### src/rtl/dma_spy.sv
// DMA bus probe: after a programmable delay, traces DMA stall cycles or runs a read burst.
// Optional completion interrupt enabled by defining DMA_SPY_IRQ_EN.
module dma_spy #(
    parameter logic [14:0] BASE_ADDR = 15'h0080,
    parameter int unsigned DEC_WD    = 4,
    parameter int unsigned DLY_W     = 16,
    parameter int unsigned SAMP_W    = 5,
    parameter int unsigned TRACE_W   = 16
) (
    input  logic        mclk,
    input  logic        puc_rst,
    input  logic [13:0] per_addr,
    input  logic [15:0] per_din,
    input  logic        per_en,
    input  logic [1:0]  per_we,
    output logic [15:0] per_dout,
    output logic [14:0] dma_addr,
    output logic        dma_en,
    output logic [1:0]  dma_we,
    input  logic        dma_ready,
    input  logic [15:0] dma_dout,
    output logic        irq
);
    localparam int unsigned SEL_W = DEC_WD - 1;
    localparam logic [SEL_W-1:0] OFF_ADDR  = SEL_W'(0);
    localparam logic [SEL_W-1:0] OFF_DELAY = SEL_W'(1);
    localparam logic [SEL_W-1:0] OFF_CTRL  = SEL_W'(2);
    localparam logic [SEL_W-1:0] OFF_STAT  = SEL_W'(3);
    localparam logic [SEL_W-1:0] OFF_TRACE = SEL_W'(4);
    localparam logic [SEL_W-1:0] OFF_DATA  = SEL_W'(5);

    typedef enum logic [1:0] {S_IDLE, S_DELAY, S_PROBE, S_CAPT} state_t;

    state_t               state_q, state_d;
    logic [15:0]          addr_q, addr_d;
    logic [DLY_W-1:0]     dly_q, dly_d;
    logic [SAMP_W-1:0]    nsamp_q, nsamp_d;
    logic                 mode_q, mode_d;
    logic                 done_q, done_d;
    logic                 abrt_q, abrt_d;
    logic [TRACE_W-1:0]   trace_q, trace_d;
    logic [15:0]          data_q, data_d;
    logic [14:0]          cur_q, cur_d;
    logic [DLY_W-1:0]     dcnt_q, dcnt_d;
    logic [SAMP_W:0]      scnt_q, scnt_d;
    logic                 pend_q, pend_d;
`ifdef DMA_SPY_IRQ_EN
    logic                 ie_q, ie_d;
`endif

    logic [SEL_W-1:0] sel;
    logic hit, busy, rd_c, wr_lo, wr_hi, abort_c, start_c;
    logic [15:0] dly_wr, ctrl_rd;

    assign sel     = per_addr[SEL_W-1:0];
    assign hit     = (per_addr[13:SEL_W] == BASE_ADDR[14:DEC_WD]);
    assign busy    = (state_q != S_IDLE);
    assign rd_c    = per_en & hit & (per_we == 2'b00);
    assign wr_lo   = per_en & hit & per_we[0];
    assign wr_hi   = per_en & hit & per_we[1];
    assign abort_c = wr_hi & (sel == OFF_CTRL) & per_din[14];
    assign start_c = wr_hi & (sel == OFF_CTRL) & per_din[15] & ~per_din[14];

    assign dma_en   = (state_q == S_PROBE);
    assign dma_addr = cur_q;
    assign dma_we   = 2'b00;

`ifdef DMA_SPY_IRQ_EN
    assign irq = done_q & ie_q;
`else
    assign irq = 1'b0;
`endif

    always_comb begin
        ctrl_rd = '0;
        ctrl_rd[SAMP_W-1:0] = nsamp_q;
`ifdef DMA_SPY_IRQ_EN
        ctrl_rd[7] = ie_q;
`endif
        ctrl_rd[8] = mode_q;
    end

    always_comb begin
        per_dout = '0;
        if (rd_c) begin
            case (sel)
                OFF_ADDR:  per_dout = addr_q;
                OFF_DELAY: per_dout = 16'(dly_q);
                OFF_CTRL:  per_dout = ctrl_rd;
                OFF_STAT:  per_dout = {13'b0, abrt_q, done_q, busy};
                OFF_TRACE: per_dout = 16'(trace_q);
                OFF_DATA:  per_dout = data_q;
                default:   per_dout = '0;
            endcase
        end
    end

    // Register writes, then FSM; abort overrides both FSM progress and pending capture.
    always_comb begin
        state_d = state_q;
        addr_d  = addr_q;
        dly_d   = dly_q;
        nsamp_d = nsamp_q;
        mode_d  = mode_q;
        done_d  = done_q;
        abrt_d  = abrt_q;
        trace_d = trace_q;
        data_d  = data_q;
        cur_d   = cur_q;
        dcnt_d  = dcnt_q;
        scnt_d  = scnt_q;
        pend_d  = 1'b0;
`ifdef DMA_SPY_IRQ_EN
        ie_d    = ie_q;
`endif
        dly_wr  = 16'(dly_q);

        if (!busy) begin
            if (wr_lo && sel == OFF_ADDR)  addr_d[7:0]  = per_din[7:0];
            if (wr_hi && sel == OFF_ADDR)  addr_d[15:8] = per_din[15:8];
            if (wr_lo && sel == OFF_DELAY) dly_wr[7:0]  = per_din[7:0];
            if (wr_hi && sel == OFF_DELAY) dly_wr[15:8] = per_din[15:8];
            dly_d = DLY_W'(dly_wr);
            if (wr_lo && sel == OFF_CTRL) begin
                nsamp_d = per_din[SAMP_W-1:0];
`ifdef DMA_SPY_IRQ_EN
                ie_d    = per_din[7];
`endif
            end
            if (wr_hi && sel == OFF_CTRL) mode_d = per_din[8];
        end
        if (wr_lo && sel == OFF_STAT) begin
            if (per_din[1]) done_d = 1'b0;
            if (per_din[2]) abrt_d = 1'b0;
        end

        case (state_q)
            S_IDLE: begin
                if (start_c) begin
                    trace_d = '0;
                    data_d  = '0;
                    done_d  = 1'b0;
                    abrt_d  = 1'b0;
                    cur_d   = addr_q[15:1];
                    dcnt_d  = dly_q;
                    scnt_d  = (nsamp_d == '0) ? ((SAMP_W+1)'(1) << SAMP_W)
                                              : {1'b0, nsamp_d};
                    state_d = (dly_q != '0) ? S_DELAY : S_PROBE;
                end
            end
            S_DELAY: begin
                if (dcnt_q <= DLY_W'(1)) state_d = S_PROBE;
                else                     dcnt_d  = dcnt_q - DLY_W'(1);
            end
            S_PROBE: begin
                trace_d = {trace_q[TRACE_W-2:0], ~dma_ready};
                if (!mode_q) begin
                    if (scnt_q == (SAMP_W+1)'(1)) begin
                        state_d = S_IDLE;
                        done_d  = 1'b1;
                    end else begin
                        scnt_d = scnt_q - (SAMP_W+1)'(1);
                    end
                end else if (dma_ready) begin
                    cur_d  = cur_q + 15'd1;
                    pend_d = 1'b1;
                    if (scnt_q == (SAMP_W+1)'(1)) state_d = S_CAPT;
                    else                          scnt_d  = scnt_q - (SAMP_W+1)'(1);
                end
            end
            S_CAPT: begin
                done_d  = 1'b1;
                state_d = S_IDLE;
            end
            default: state_d = S_IDLE;
        endcase

        // Read data arrives the cycle after each accept.
        if (pend_q) data_d = dma_dout;

        if (abort_c && busy) begin
            state_d = S_IDLE;
            abrt_d  = 1'b1;
            done_d  = done_q;
            data_d  = data_q;
            pend_d  = 1'b0;
        end
    end

    always_ff @(posedge mclk or posedge puc_rst) begin
        if (puc_rst) begin
            state_q <= S_IDLE;
            addr_q  <= '0;
            dly_q   <= '0;
            nsamp_q <= '0;
            mode_q  <= 1'b0;
            done_q  <= 1'b0;
            abrt_q  <= 1'b0;
            trace_q <= '0;
            data_q  <= '0;
            cur_q   <= '0;
            dcnt_q  <= '0;
            scnt_q  <= '0;
            pend_q  <= 1'b0;
`ifdef DMA_SPY_IRQ_EN
            ie_q    <= 1'b0;
`endif
        end else begin
            state_q <= state_d;
            addr_q  <= addr_d;
            dly_q   <= dly_d;
            nsamp_q <= nsamp_d;
            mode_q  <= mode_d;
            done_q  <= done_d;
            abrt_q  <= abrt_d;
            trace_q <= trace_d;
            data_q  <= data_d;
            cur_q   <= cur_d;
            dcnt_q  <= dcnt_d;
            scnt_q  <= scnt_d;
            pend_q  <= pend_d;
`ifdef DMA_SPY_IRQ_EN
            ie_q    <= ie_d;
`endif
        end
    end
endmodule
### config.mk
export PLATFORM = sky130hd
export DESIGN_NAME = dma_spy
export DESIGN_NICKNAME = d
export VERILOG_FILES = /design/src/rtl/dma_spy.sv
export SDC_FILE = /design/constraint.sdc
export NUM_CORES = 1
export LEC_CHECK = 0
export ABC_AREA = 1
export BUFFER_PORTS_ARGS = -buffer_cell sky130_fd_sc_hd__buf_2
export CORE_MARGIN = 5
export CORE_UTILIZATION = 55
export CTS_CLUSTER_DIAMETER = 30
export DETAILED_ROUTE_END_ITERATION = 7
export PLACE_DENSITY = 0.86
export SETUP_SLACK_MARGIN = 0.4
export SKIP_LAST_GASP = 1
export SLEW_MARGIN = 5
export SYNTH_ARGS = -nofsm -noshare
export SYNTH_HDL_FRONTEND = slang
export SYNTH_SLANG_ARGS = --single-unit
### constraint.sdc
create_clock -name mclk -period 5 [get_ports mclk]
set_clock_uncertainty 0.05 [all_clocks]
set_input_delay 1.25 -clock mclk [delete_from_list [all_inputs] [get_ports mclk]]
set_output_delay 1.25 -clock mclk [all_outputs]
set_load 0.05 [all_outputs]
======== Yosys cells after proc, flatten, opt, wreduce, memory -nomap -nowiden ========
Index checks and enable logic that the tools add are counted.
Widths: inputs -> output; s select.
storage, ports and cells
  logic and storage cells ................. 124
  output and inout port bits .............. 35
  memories kept ........................... 0
  latch bits .............................. 0
  input port bits ......................... 52
  RAM bits ................................ 0
  ROM bits ................................ 0
  register bits after elaboration ......... 112
cells by class
  multiplexer cells ....................... 45
  bitwise logic cells ..................... 12
  magnitude comparators ................... 1
  reduce and logical (&&, ||, !) cells .... 29
  shift operators ......................... 0
  div/mod/pow operators ................... 0
  add/sub/neg operators ................... 3
  equality and inequality tests ........... 19
  $mul .................................... 0
operators by type and width
  kind                   number
  $mux 16                6
  $pmux 16 s6            1
  $pmux 16 s2            2
  $mux 15                3
  $mux 6                 5
  $pmux 15 s2            1
  $le 16x1->1 const B    1
  $mux 2                 8
  $reduce_bool 16->1     1
  $sub 16x1->16 const B  1
  $add 15x1->15 const B  1
  $mux 1                 14
  $pmux 6 s2             1
  $reduce_and 2->1       6
  $eq 11x4->1 const B    1
  $mux 5                 2
  $reduce_bool 2->1      5
  $ne 3x3->1 const B     3
  $reduce_and 3->1       3
  $and 1x1->1            8
  $logic_and 1x1->1      8
  $pmux 2 s4             1
  $reduce_and 4->1       2
  $eq 3x2->1 const B     2
  other kinds (15)       23

======== Depth between registers and ports, before layout ========
Gate-level depths: netlist (run 1).
  word-level depth ........................ 10
  depth in mapped cells ................... 13
  depth with buffers taken out ............ 12

======== Worst setup path before layout (run 1) ========
No wires, ideal clock.
  path kind ............................... input port to output port
  start point ............................. in per_addr[12]
  end point ............................... out per_dout[10]
  required time ........................... 3700 ps
  cell stages on the path ................. 7
  buffers on the path ..................... 2
  slack ................................... 754 ps
  data arrival time ....................... 2946 ps
  cells stage by stage .................... nor2_1 nand3_1 nor2_4 buf_4 o211ai_1 clkbuf_1 a21oi_1
on the way
  word-level cells in the longest chain between the ends .. 4
RTL lines
  item                       RTL line  source
  start, declared            12        input logic [13:0] per_addr,
  $eq 11x4->1                56        assign hit = (per_addr[13:SEL_W] == BASE_ADDR[14:DEC_WD]);
  $and 1x1->1 (2 in series)  58        assign rd_c = per_en & hit & (per_we == 2'b00);
  $mux 16                    85        if (rd_c) begin
  end, declared              16        output logic [15:0] per_dout,
No other way between the ends.

======== Worst setup path after layout (run 1) ========
  start point ............................. in per_addr[1]
  end point ............................... out per_dout[5]
on the way
  word-level cells in the longest chain between the ends .. 3
  elaborated cells between the ends (all ways) .. 8
  those cells by class .................... 5 x eq/ne; 2 x mux; 1 x reduce/logical
RTL lines
  item                                      RTL line  source
  $eq 3x3->1, or another cell as far along  86        case (sel)
  $pmux 16 s6 *                             86
  $mux 16 *                                 85
Every way passes the cells marked *; elsewhere a longest branch is shown, timed or not.

==> results of run 1 <==
-- layout by cell type (no fill, tap or decap), types with 3 or more instances in the layout --
| cell | n |
|---|---|
| ha_1 | 5 |
| buf_2 | 83 |
| inv_6 | 3 |
| buf_4 | 5 |
| nand3_1 | 29 |
| a221oi_1 | 5 |
| nand2_2 | 5 |
| nand2_1 | 180 |
| dfrtp_1 | 112 |
| nand4_1 | 8 |
| o22ai_1 | 35 |
| nor2_1 | 70 |
| xor2_1 | 3 |
| a21oi_1 | 44 |
| o21ai_2 | 12 |
| o21ai_1 | 7 |
| conb_1 | 3 |
| inv_1 | 118 |
| inv_2 | 7 |
| a31oi_1 | 17 |
| clkbuf_16 | 9 |
| o21ai_0 | 80 |
| nor3_1 | 8 |
| o211ai_1 | 7 |
-- sequential cells by signal, indices dropped and copies added, names as in the netlist --
register and cells:
abrt_q 1, scnt_q 6, done_q 1, pend_q 1
addr_q 16, dcnt_q 16, nsamp_q 5, data_q 16
dma_addr 15, mode_q 1, dly_q 16, state_q 2
trace_q 16
-- worst reg2reg max path: stages, from the launching register on --
cell      delay [ns]
dfrtp_1         0.41
inv_2           0.08
nor2_1          0.04
buf_4           0.21
inv_2           0.33
buf_4           0.37
nand2_4         0.20
nand2_2         0.16
clkinv_4        0.10
o211ai_1        0.09
o21ai_0         0.11
-- stage by stage --
stage | cells | power [W]
2_1_floorplan | 814 | 0.00119
3_3_place_gp | 1012 | 0.00128
3_5_place_dp | 1012 | 0.00129
6_report | 1027 | 0.00197
5_1_grt | 1027 | 0.00205
4_1_cts | 1027 | 0.00198
-- worst paths after layout --
check                       startpoint          end  slack [ns]  cells past startpoint
setup / recovery           per_addr[1]  per_dout[5]        0.67                      7
hold / removal               dly_q[13]    dly_q[13]        0.48                      2
setup reg to reg            state_q[1]    scnt_q[3]        2.72                     10
hold reg to reg              dly_q[13]    dly_q[13]        0.48                      2
max in group asynchronous      puc_rst   dcnt_q[13]        2.80                      3
min in group asynchronous      puc_rst    data_q[6]        1.05                      2
-- layout make-up --
class / count / area (um2) / area share [%]
Multi-Input combinational cell: 545 / 2760 / 39.7
Tap cell: 140 / 175 / 2.52
Inverter: 127 / 484 / 6.97
Timing Repair Buffer: 88 / 453 / 6.52
Clock buffer: 9 / 225 / 3.24
Clock inverter: 6 / 52.6 / 0.756
Sequential cell: 112 / 2800 / 40.3
-- routing by layer --
metal	track usage (%)	wire length [um]	vias up
li1	-	-	2808
met1	36.4	7170	2734
met2	41.2	8080	292
met3	5.65	1270	51
met4	10.4	594	0
met5	0	0	-
-- where the power goes --
part	internal (W)	switching, W
combinational	0.0000831	0.000194
clock	0.000345	0.000355
sequential	0.000969	0.0000289
-- cells by family (layout without fill, tap and decap cells) --
logic type                 after synthesis  after routing  synth area share, %
buffers and inverters                  157            230                 10.4
xor gates and xnor gates                 3              3                0.424
and+or+nand+nor                        317            317                 22.5
AOI/OAI and AO/OA                      217            217                 20.3
other                                    1              3               0.0605
DFF                                    112            112                 45.2
adders and majority gates                5              5                 1.01
==> results.md, run 1 <==
- Unrepaired setup endpoints after global routing: false
- Clock Tree Root: clkbuf_16
- Via/cell ratio: 5.73
- Io pins: 87
- First-pass GRT wire length: 27800 um
- Post-Syn Area: 6200 um2
- Crit-path leading delay family: compound AO/OA/AOI/OAI gates
- RD Place Congestion: 0.978
- Initial Utilization: 56.7%
- First-pass detailed-route iteration total: 5
- Period utilization: 86.5%
- Post-synthesis sequential area ratio: 45.2%
- Final Instance Area: 6950 um2
- Pwr dens: 284 nW/um2
- Drt wl/cell: 16.7 um
- Yosys top cell area share: 45.2%
- Core area: 10900 um2
- Syn. warnings: 0
- Die height: 116 um
- Slew Limit Fails: 0
- Deepest clock path buffer count: 2
- #FFs+latches synth: 112
- CTS tree: done
- GRT overflow: 0
- Crit end category: output port
- Layout Nets: 940
- Worst Setup Slack, final: 0.674 ns
- Netlist cell types: 42
- Final hold viol count: 0
- TNS Setup: 0 ns
- Post-route ant nets: 0
- Antenna Cells: 0
- Cell taking the most area after synthesis: dfrtp_1
- Initial antenna violation count: 0
- Syn Area/Cell: 7.64 um2
- Min Tclk post-route: 4.33 ns
- Primary FF master, synth: dfrtp_1
- Max-cap violations: 0
- Final Setup Violations: 0
- HP Class: reg -> reg
- Vias in the first global route: 5463
- FP Rows: 38
- Clock Latency Late Sink: 0.36 ns
- Setup Fix Bufs, Post-CTS: 0
- Synth area leaders: dfrtp_1, nand2_1, inv_1
- Least-Margin Pin Slew: 1.05 ns
- Cts bufs inserted: 9
- Drc violations: 0
- Worst slew margin: 29.9%
- Max IR drop VDD: 0.218 mV
- Layout area overhead: 12.1%
- Critical Path, Cell by Cell: buf_2 -> inv_1 -> nand3_1 -> o22ai_1 -> a21oi_1 -> a21oi_1 -> buf_2
- Layout Utilization: 63.6%
- # H-tree levels: 3
- DPL Wire Length: 12600 um
- Drt first-iter violations: 712
- Routed via count: 5885
- Crit Path Max Fanout: 16
- Crit path max-delay cell type: nand3_1
- Status: completed
- Arrival time at the worst endpoint: 3.03 ns
- Tot GR Track Use: 26.4%
- Setup crit start kind: input pin
- Most common cell in the netlist: nand2_1
- Die W: 116 um
- Post-synth EDFFs: 0
- Reg clk slew, reported paths: 0.07 ns
- Critical Path RT: 3.70 ns
- Post-Place Setup Slack: 0.742 ns
- Post-place instance area: 6670 um2
- Leak: 3.34 nW
- Count of clock tree sinks: 112
- Synth top cells by count: nand2_1, inv_1, dfrtp_1, o21ai_0, nor2_1
- Cells after Synth: 812
- Fillers: 959
- Final hold slack: 0.479 ns
- Hold buffer count at cts: 0
- Die area: 13500 um2
- Ratio of cells with drive above 1 in the final layout: 15.8%
- Routed WL: 17100 um
- Fraction of registers with async set/reset: 100%
- WS Path Type: in -> out
- Fmax: 231 MHz
- Slowest Stage Delay on Critical Path: 0.47 ns
- CP Buf/Inv Count: 3
- Post-cts sizing count: 0
- I/O Buffers: 83
- Pin count of the biggest net entering global routing: 78
No activity file was read; power rests on OpenSTA's default activity.
==> run 2: changes to the inputs <==
--- a/config.mk
+++ b/config.mk
@@ -8,10 +8,11 @@
 export ABC_AREA = 1
 export BUFFER_PORTS_ARGS = -buffer_cell sky130_fd_sc_hd__buf_2
 export CORE_MARGIN = 5
-export CORE_UTILIZATION = 55
+export CORE_UTILIZATION = 60
+export CTS_BUF_LIST = sky130_fd_sc_hd__clkbuf_4
 export CTS_CLUSTER_DIAMETER = 30
 export DETAILED_ROUTE_END_ITERATION = 7
-export PLACE_DENSITY = 0.86
+export PLACE_DENSITY = 0.92
 export SETUP_SLACK_MARGIN = 0.4
 export SKIP_LAST_GASP = 1
 export SLEW_MARGIN = 5
==> run 2 against run 1 <==
Effect of this change:
- fmax shrank 1.2%
- cell count is 0.39% lower
- wire length shrank 4.9%
- critical path type unchanged
- largest power group unchanged
==> results.md, run 2 (synthesis results as in run 1) <==
- Status: completed
- Final hold viol count: 0
- RD Place Congestion: 0.986
- # H-tree levels: 3
- Least-Margin Pin Slew: 1.21 ns
- Pwr dens: 254 nW/um2
- Most frequent cells in the layout: nand2_1, inv_1, dfrtp_1
- I/O Buffers: 83
- Clock power frac: 26.6%
- Crit Path Max Fanout: 13
- Count of clock tree sinks: 112
- Via/cell ratio: 5.84
- Arrival time at the worst endpoint: 3.08 ns
- Core area: 10200 um2
- R2R Path Start: state_q[1]
- Fmax: 228 MHz
- Seq pwr share: 57.8%
- Placed insts: 1006
- Setup Fix Bufs, Post-CTS: 0
- Initial antenna violation count: 1
- Io pins: 87
- Leak: 3.27 nW
- Setup crit start kind: input pin
- Min-Delay Endpoint: addr_q[0]
- Clock Tree Root: clkbuf_4
- Min Tclk post-route: 4.38 ns
- Switching power: 0.000514 W
- DPL Wire Length: 12300 um
- Pin count of the biggest net entering global routing: 47
- Vias in the first global route: 5552
- Layout Nets: 938
- Drt wl/cell: 15.9 um
- Worst reg-to-reg path cell count: 11
- FP Rows: 37
- HP Class: reg -> reg
- Cell Count, Final, Fillers Out: 1023
- Worst Setup Slack, final: 0.622 ns
- Worst hold start: addr_q[0]
- Routed WL: 16300 um
- CTS tree: done
- TNS Setup: 0 ns
- Drt first-iter violations: 689
- Reg clk slew, reported paths: 0.17 ns
- Die W: 112 um
- Most common cell after layout, fill and taps aside: nand2_1
- Switch share: 29.8%
- Clock Latency Late Sink: 0.48 ns
- Unrepaired setup endpoints after global routing: false
- First-pass GRT wire length: 27000 um
- Initial Utilization: 60.9%
- Deepest clock path buffer count: 2
- Post-Place Setup Slack: 0.640 ns
- Critical Path RT: 3.70 ns
- WS Path Type: in -> out
- P_int: 0.00121 W
- Post-cts sizing count: 0
- Hold Path Depth: 2
- Comb pwr share: 15.6%
- Cts bufs inserted: 9
- Ratio of cells with drive above 1 in the final layout: 15.6%
- Final Setup Violations: 0
- Final Instance Area: 6790 um2
- Crit end category: output port
- Max-cap violations: 0
- Die height: 112 um
- Setup crit start: per_addr[12]
- Post-route ant nets: 0
- Max IR drop VDD: 0.149 mV
- Worst slew margin: 19.3%
- Hold buffer count at cts: 0
- Slew Limit Fails: 0
- Post-place instance area: 6650 um2
- Tot GR Track Use: 26.4%
- Drc violations: 0
- First-pass detailed-route iteration total: 8
- Fillers: 878
- Period utilization: 87.6%
- Worst R2R End: dma_addr[4]
- Routed via count: 5976
- Die area: 12500 um2
- GRT overflow: 0
- Layout area overhead: 9.55%
- R2R Setup Slk: 2.07 ns
[run 2: final cells by class]
type	count	area, um2	area share (%)
Clock inverter	6	60.1	0.884
Timing Repair Buffer	86	438	6.45
Antenna cell	1	2.50	0.0368
Sequential cell	112	2800	41.3
Clock buffer	10	75.1	1.11
Multi-Input combinational cell	545	2760	40.6
Tap cell	136	170	2.51
Inverter	127	484	7.13
[run 2: metrics by stage]
stage	total power, W	hold WS, ns	util, %
final	0.00172	0.469	66.7
after global placement	0.00126	0.419	65.3
after CTS	0.00172	0.465	66.7
after detailed placement	0.00127	0.428	65.3
after floorplan	0.00119	0.403	-
after global routing	0.00180	0.505	66.7
[run 2: worst max-delay path by stage]
stage	endpoint	slack [ns]	depth (start not counted)
6_report	per_dout[3]	0.62	7
5_1_grt	per_dout[3]	0.47	7
4_1_cts	per_dout[4]	0.63	7
3_5_place_dp	per_dout[4]	0.64	7
3_3_place_gp	per_dout[4]	0.67	7
2_1_floorplan	abrt_q	0.74	1
[run 2: critical path: stages]
cell      delay, ns
buf_2          0.09
nor2_1         0.12
nand3_1        0.15
nor2_4         0.33
o211ai_1       0.44
a21oi_1        0.36
buf_2          0.32
[run 2: power by group through the flow]
stage | logic [W] | clock network (W) | registers, W
5_1_grt | 0.000297 | 0.000495 | 0.00100
4_1_cts | 0.000264 | 0.000462 | 0.000995
6_report | 0.000268 | 0.000458 | 0.000996
2_1_floorplan | 0.000171 | 0 | 0.00102
3_5_place_dp | 0.000261 | 0 | 0.00101
3_3_place_gp | 0.000252 | 0 | 0.00101
[run 2: routing by layer]
metal	wire (um)	vias to the layer above	share of wire [%]	global-route usage, %
met5	0	-	0	0
met4	691	0	4.2	11.9
met3	1320	61	8.1	5.22
met2	7690	335	47	41.5
met1	6580	2766	40	35.7
li1	-	2814	-	-
